<file path="src/rtl/jtag_user_dr_sync.sv">
// jtag_user_dr_sync
// System-clock-side consumer of the Gowin JTAG primitive's ER1 user-register
// outputs. The raw JTAG signals are oversampled through synchroniser flops.
// A DR_WIDTH-bit user data register captures a parallel word and shifts it
// out on TDO LSB-first while TDI is shifted in. On Update-DR the shifted-in
// word is presented on a valid/ready port.
//
// Ports
//   clk                 system clock, at least 8x the TCK frequency
//   reset               asynchronous, active-high reset
//   jtag_tck            tck_o from the primitive
//   jtag_tdi            tdi_o
//   jtag_tlr            test_logic_reset_o
//   jtag_shift_capture  shift_dr_capture_dr_o
//   jtag_update         update_dr_o
//   jtag_enable         enable_er1_o
//   jtag_tdo            to tdo_er1_i, bit 0 of the shift register
//   cap_data            word loaded into the register at capture
//   cap_strobe          one-clk pulse when cap_data is sampled
//   upd_data            shifted-in word
//   upd_bits            number of TDI bits shifted, saturating at DR_WIDTH
//   upd_valid           word pending
//   upd_ready           consumer accepts when upd_valid & upd_ready
//   overrun             sticky: an update replaced an unaccepted word
module jtag_user_dr_sync #(
    parameter int DR_WIDTH    = 32,
    parameter int SYNC_STAGES = 2
) (
    input  logic                              clk,
    input  logic                              reset,
    input  logic                              jtag_tck,
    input  logic                              jtag_tdi,
    input  logic                              jtag_tlr,
    input  logic                              jtag_shift_capture,
    input  logic                              jtag_update,
    input  logic                              jtag_enable,
    output logic                              jtag_tdo,
    input  logic [DR_WIDTH-1:0]               cap_data,
    output logic                              cap_strobe,
    output logic [DR_WIDTH-1:0]               upd_data,
    output logic [$clog2(DR_WIDTH+1)-1:0]     upd_bits,
    output logic                              upd_valid,
    input  logic                              upd_ready,
    output logic                              overrun
);

    localparam int CNT_W = $clog2(DR_WIDTH + 1);

    typedef enum logic [1:0] {
        IDLE,
        CAPTURE,
        SHIFT
    } state_t;

    // Synchroniser chain; all six JTAG inputs travel together as one vector.
    logic [SYNC_STAGES-1:0][5:0] sync_q;
    logic tck_s, tdi_s, tlr_s, shift_s, upd_s, en_s;
    logic tck_d, shift_d, upd_d;
    logic tck_rise, shift_rise, upd_rise;

    state_t state_q, state_d;
    logic   load_cap, do_shift, do_update;

    logic [DR_WIDTH-1:0] sr_q;
    logic [CNT_W-1:0]    count_q;

    always_ff @(posedge clk or posedge reset) begin
        if (reset) begin
            sync_q <= '0;
        end else begin
            sync_q <= {sync_q[SYNC_STAGES-2:0],
                       {jtag_tck, jtag_tdi, jtag_tlr, jtag_shift_capture, jtag_update, jtag_enable}};
        end
    end

    assign {tck_s, tdi_s, tlr_s, shift_s, upd_s, en_s} = sync_q[SYNC_STAGES-1];

    // Previous synced values, for edge detection between consecutive clks.
    always_ff @(posedge clk or posedge reset) begin
        if (reset) begin
            tck_d   <= 1'b0;
            shift_d <= 1'b0;
            upd_d   <= 1'b0;
        end else begin
            tck_d   <= tck_s;
            shift_d <= shift_s;
            upd_d   <= upd_s;
        end
    end

    assign tck_rise   = tck_s & ~tck_d;
    assign shift_rise = shift_s & ~shift_d;
    assign upd_rise   = upd_s & ~upd_d;

    always_ff @(posedge clk or posedge reset) begin
        if (reset) begin
            state_q <= IDLE;
        end else begin
            state_q <= state_d;
        end
    end

    // The first TCK rise after capture is the Capture-DR clock itself, so
    // CAPTURE waits for it without shifting. Enable low or TLR high abort
    // the scan from any state but leave the register contents alone.
    always_comb begin
        state_d  = state_q;
        load_cap = 1'b0;
        do_shift = 1'b0;
        if (!en_s || tlr_s) begin
            state_d = IDLE;
        end else begin
            case (state_q)
                IDLE: begin
                    if (shift_rise) begin
                        state_d  = CAPTURE;
                        load_cap = 1'b1;
                    end
                end
                CAPTURE: begin
                    if (!shift_s) begin
                        state_d = IDLE;
                    end else if (tck_rise) begin
                        state_d = SHIFT;
                    end
                end
                SHIFT: begin
                    if (!shift_s) begin
                        state_d = IDLE;
                    end else if (tck_rise) begin
                        do_shift = 1'b1;
                    end
                end
                default: state_d = IDLE;
            endcase
        end
    end

    // An update mid-capture is ignored; a zero-shift scan still updates.
    assign do_update = upd_rise & en_s & (state_q != CAPTURE);

    always_ff @(posedge clk or posedge reset) begin
        if (reset) begin
            sr_q       <= '0;
            count_q    <= '0;
            cap_strobe <= 1'b0;
        end else begin
            cap_strobe <= load_cap;
            if (load_cap) begin
                sr_q    <= cap_data;
                count_q <= '0;
            end else if (do_shift) begin
                sr_q <= {tdi_s, sr_q[DR_WIDTH-1:1]};
                if (count_q != CNT_W'(DR_WIDTH)) begin
                    count_q <= count_q + 1'b1;
                end
            end
        end
    end

    // An update in the same clk as acceptance replaces the consumed word
    // without flagging overrun; only an unaccepted word is counted as lost.
    always_ff @(posedge clk or posedge reset) begin
        if (reset) begin
            upd_data  <= '0;
            upd_bits  <= '0;
            upd_valid <= 1'b0;
            overrun   <= 1'b0;
        end else begin
            if (do_update) begin
                upd_data  <= sr_q;
                upd_bits  <= count_q;
                upd_valid <= 1'b1;
                if (upd_valid && !upd_ready) begin
                    overrun <= 1'b1;
                end
            end else if (upd_valid && upd_ready) begin
                upd_valid <= 1'b0;
            end
        end
    end

    assign jtag_tdo = sr_q[0];

endmodule
</file>
<file path="config.mk">
export PLATFORM = sky130hd
export DESIGN_NAME = jtag_user_dr_sync
export DESIGN_NICKNAME = d
export VERILOG_FILES = /design/src/rtl/jtag_user_dr_sync.sv
export SDC_FILE = /design/constraint.sdc
export NUM_CORES = 1
export LEC_CHECK = 0
export ABC_AREA = 0
export ABC_CLOCK_PERIOD_IN_PS = 9400
export CORE_MARGIN = 4
export CORE_UTILIZATION = 50
export CTS_CLUSTER_SIZE = 20
export DETAILED_ROUTE_END_ITERATION = 12
export MAX_ROUTING_LAYER = met4
export PLACE_DENSITY = 0.78
export SLEW_MARGIN = 10
export SYNTH_ARGS = -nofsm -noshare
export SYNTH_HDL_FRONTEND = slang
export SYNTH_SLANG_ARGS = --single-unit
</file>
<file path="constraint.sdc">
create_clock -name clk -period 9.4 [get_ports clk]
set_clock_uncertainty 0.2 [all_clocks]
set_input_delay 1.88 -clock clk [delete_from_list [all_inputs] [get_ports clk]]
set_output_delay 1.88 -clock clk [all_outputs]
set_load 0.01 [all_outputs]
</file>
### Yosys cells after proc, flatten, opt, wreduce, memory -nomap -nowiden

Cells that the tools add are included.

| word-level totals | value |
|---|---|
| register bits | 96 |
| input port bits | 41 |

| operators by class | value |
|---|---|
| bitwise gates (word level) | 8 |
| equal/unequal tests | 7 |
| multiplexer cells | 20 |
| add/sub/neg operators | 1 |
| reduce and logical (&&, ||, !) cells | 12 |

Operators by type and width:

| cell | count |
|---|---|
| 32-bit 2-to-1 mux | 2 |
| 6-bit 2-to-1 mux | 3 |
| 2-bit 2-to-1 mux | 5 |
| 1-bit 2-to-1 mux | 9 |
| 6-bit by 1-bit adder with 6-bit output, second input constant | 1 |
| 3-bit inequality test, second input constant | 2 |
| 6-bit inequality test, second input constant | 1 |
| 2-bit case mux with 3 select lines | 1 |
| 2-bit nonzero test | 3 |
| 1-bit bitwise AND | 5 |
| 4-bit inequality test, second input constant | 1 |
| 2-bit AND reduction | 2 |
| 1-bit NOT | 3 |
| 3-bit AND reduction | 1 |
| 2-bit by 1-bit == test with 1-bit output, second input constant | 1 |
| 2-bit == test, second input constant | 1 |
| 1-bit logical AND | 2 |
| 1-bit logical NOT | 2 |
| 2-bit logical NOT | 1 |
| 2-bit by 1-bit inequality test with 1-bit output, second input constant | 1 |
| 1-bit logical OR | 1 |

### Logic depth before layout (Yosys ltp)

| depth | value |
|---|---|
| depth after elaboration | 8 |
| mapped depth | 5 |
| gate-level depth less buffers | 5 |

### Least setup slack after synthesis

OpenSTA, ideal clock, no wires.

| timing | value |
|---|---|
| path kind | input-to-reg |
| from | input cap_data[10] |
| to | register sr_q[10] |
| buffers on the path | 0 |
| setup slack | 6.910 ns |
| arrival time | 2.164 ns |
| stages on the path | 1 |
| path through | a221o_1 |

| between the ends | value |
|---|---|
| cells in the longest elaborated chain, start to end | 1 |

Ends and longest elaborated chain:

| item | line | source |
|---|---|---|
| from (decl) | 38 | `input logic [DR_WIDTH-1:0] cap_data,` |
| 32-bit 2-to-1 mux | 149 | `if (load_cap) begin` |
| to (signal assigned) | 150 | `sr_q <= cap_data;` |
| to (signal assigned) | 153 | `sr_q <= {tdi_s, sr_q[DR_WIDTH-1:1]};` |
| to (decl) | 64 | `logic [DR_WIDTH-1:0] sr_q;` |

No other way between the ends.
A chain may end at the register's enable or synchronous reset.

### Worst setup path in the final report

| timing | value |
|---|---|
| from | register upd_bits[5] |
| to | output upd_bits[5] |

RTL lines:

| item | line | source |
|---|---|---|
| from (decl) | 41 | `output logic [$clog2(DR_WIDTH+1)-1:0] upd_bits,` |
| from (signal assigned) | 172 | `upd_bits <= count_q;` |

No word-level cell between the ends.

==> flow_summary_export.csv <==
group,metric,value,unit
worst_setup_path,crit_type,"reg -> out",
place,post-place-ws,5.77,ns
worst_setup_path,end_kind,"output port",
detailed_routing,drtIter0Drc,148,
clock_tree,post_cts_buffers,0,
detailed_routing,vias,2535,
worst_setup_path,crit_chain,"clkdlybuf4s50_1",
clock_tree,cts_root_buffer,"clkbuf_8",
cells_and_area,instances_no_fill,454,
worst_setup_path,critPathSlowestCell,"clkdlybuf4s50_1",
synth,synth_common_cells,"dfrtp_1, mux2_2, a221o_1, and3_1, buf_2",
synth,synth_cell_types,39,
power_and_ir_drop,ir_worst_vdd,0.122,mV
worst_setup_path,r2r_setup_slack,6.66,ns
synth,avgSynthCellArea,14.1,sq um
cells_and_area,antenna_cells,0,
sta,final_hold_viol_count,0,
cells_and_area,drive_above_1_share,0.172,
die,die_h,95.8,microns
clock_tree,cts_tree,"built",
global_routing,grt_remaining_overflow,0,
power_and_ir_drop,powerDensity,205,mW/mm^2
sta,fin_crit_sh,0.358,
worst_setup_path,cp-startpoint,"upd_bits[5]$_DFFE_PP0P_",
place,routabilityCongestion,0.771,
worst_hold_path,whs_path_depth,0,
global_routing,antenna_found_initial,0,
run,cap_violations,0,
detailed_routing,routed_wl,7.65,mm
synth,syn_area,0.00385,sq mm
die,start_util,0.522,
synth,synth-seq-area-share,0.624,
worst_hold_path,hp-start,"sync_q[4]$_DFF_PP0_",
die,dieArea,0.00917,sq mm
clock_tree,cts_max_level,3,
global_routing,track_usage,0.186,
detailed_routing,routedWlPerCell,16.8,microns
synth,synth_area_leader_cell,"dfrtp_1",
cells_and_area,nets,394,
clock_tree,ctsResizeCount,0,
synth,syn_inst,273,
clock_tree,cts_hold_buf,0,
synth,synth-edff-count,0,
sta,fin_ws,6.03,ns
worst_setup_path,critPathMaxFanout,2,
detailed_routing,final_antenna_net_count,0,
global_routing,grt_pass1_vias,2572,
worst_setup_path,rr_startpoint,"state_q[1]$_DFFE_PP0P_",
place,port_buffers,82,
clock_tree,clock_latency,0.35,ns
die,io_pins,83,
worst_hold_path,hold_class,"reg -> reg",
sta,fmax,297,MHz
place,place_inst,439,
worst_setup_path,reg2reg_depth,4,
worst_setup_path,crit_buf_inv,1,
global_routing,grt_pass1_wl,12.6,mm
sta,period_minus_slack,3.37,ns
worst_setup_path,critPathRequiredTime,7.32,ns
cells_and_area,syn_to_final_growth,26.9,%
sta,rsz0062_at_grt,"false",
worst_setup_path,r2r_end,"sr_q[23]$_DFFE_PP0P_",
global_routing,grt_max_degree,53,
synth,synth.area.top_cells,"dfrtp_1, mux2_2, a221o_1",
clock_tree,clk_path_buf_depth,2,
detailed_routing,drc,0,
synth,yosysMostFrequentCell,"dfrtp_1",
sta,slew-limit-headroom,0.276,
detailed_routing,vias_per_cell,5.58,
worst_setup_path,path_depth,1,
sta,maxSlewViolCount,0,
sta,fin_setup_tns,0,ns
worst_setup_path,max_stage_delay,0.55,ns
detailed_routing,first_pass_iters,4,
power_and_ir_drop,leakage,2.28,nW
place,dp.final_hpwl,5.06,mm
sta,setup_viol,0,
worst_setup_path,cp_data_arrival_time,1.29,ns
clock_tree,clkTransAtPathRegs,0.10,ns
worst_setup_path,critPathTopFamily,"buffers and inverters",
die,floorplan.rows,31,
die,die_x,95.8,microns
clock_tree,cts_buffers,9,
die,core_area,0.00737,sq mm
synth,async_reset_ff_frac,1.00,
clock_tree,clkSinkCount,96,
worst_setup_path,cp-start-kind,"register",
synth,yosys.area.top_type_share,0.624,
worst_hold_path,min_to,"sync_q[10]$_DFF_PP0_",
synth,ys_warn_count,0,
synth,synthFlopType,"dfrtp_1",
sta,worst_pin_slew,1.09,ns
synth,synthesis.nets,316,
synth,ys_seq_elements,96,
status,status,"finished clean",
[stage by stage]
stage	cell area (sq um)	power, W	hold slack (ns)	utilization
after floorplan	3850	0.000638	0.131	-
after global placement	4720	0.000768	0.132	0.640
after detailed placement	4720	0.000775	0.136	0.640
after CTS	4890	0.00101	0.156	0.663
after global routing	4890	0.00106	0.163	0.663
final	4890	0.00100	0.152	0.663
[power by group]
part / total (W) / internal (W) / switching (W)
Combinational: 0.000229 / 0.000150 / 0.0000792
Sequential: 0.000535 / 0.000489 / 0.0000466
Clock: 0.000240 / 0.000103 / 0.000137
[state kept, by name, indices dropped and copies added, names as in the netlist, 2 cells and up]
signal	flops
sr_q	32
upd_data	32
sync_q	10
count_q	6
upd_bits	6
state_q	2
[worst max-delay path by stage]
| stage | to | slack (ns) |
|---|---|---|
| floorplan | cap_strobe$_DFF_PP0_ | 4.81 |
| global placement | upd_data[12]$_DFFE_PP0P_ | 5.80 |
| detailed placement | sr_q[12]$_DFFE_PP0P_ | 5.77 |
| CTS | upd_bits[5] | 6.01 |
| global route | upd_data[31] | 5.97 |
| finish | upd_bits[5] | 6.03 |
[cells in the final DEF (no fill, tap or decap), types with 3 or more instances in the layout]
cell type and count:
and3_1 31, nor3_1 4, a21o_1 3, inv_1 5, buf_4 5, mux2_2 36, clkdlybuf4s50_1 82, mux2i_1 3
dfrtp_1 96, mux2_1 3, a221o_1 31, clkbuf_8 10, nor2b_1 3, nor2_1 5, o21ai_0 5
[final cells by class]
class / instances / area, sq um
tap: 99 / 124
multi-input combinational: 151 / 1310
inverter: 6 / 25.0
fill: 564 / 2480
sequential: 96 / 2400
clock inverter: 4 / 30.0
timing repair buffer: 87 / 858
clock buffer: 11 / 141
[kinds of logic (layout without fill, tap and decap cells)]
family	count (synthesis)	in the layout	share of synthesized area
multiplexers	42	42	0.122
buffers and inverters	26	108	0.0383
adder cells (fa/ha/maj)	2	2	0.00650
flip-flops	96	96	0.624
XOR/XNOR	1	1	0.00228
AND/OR/NAND/NOR	58	58	0.0956
AO/OA/AOI/OAI	48	48	0.111
[metal layers]
| layer | GRT usage | vias up | wire length (microns) |
|---|---|---|---|
| li1 | - | 1179 | - |
| met1 | 0.254 | 1272 | 3560 |
| met2 | 0.280 | 73 | 3600 |
| met3 | 0.0391 | 11 | 400 |
| met4 | 0.0640 | 0 | 93 |
| met5 | - | - | 0 |
Note: power is estimated with default switching activity, not from simulation.
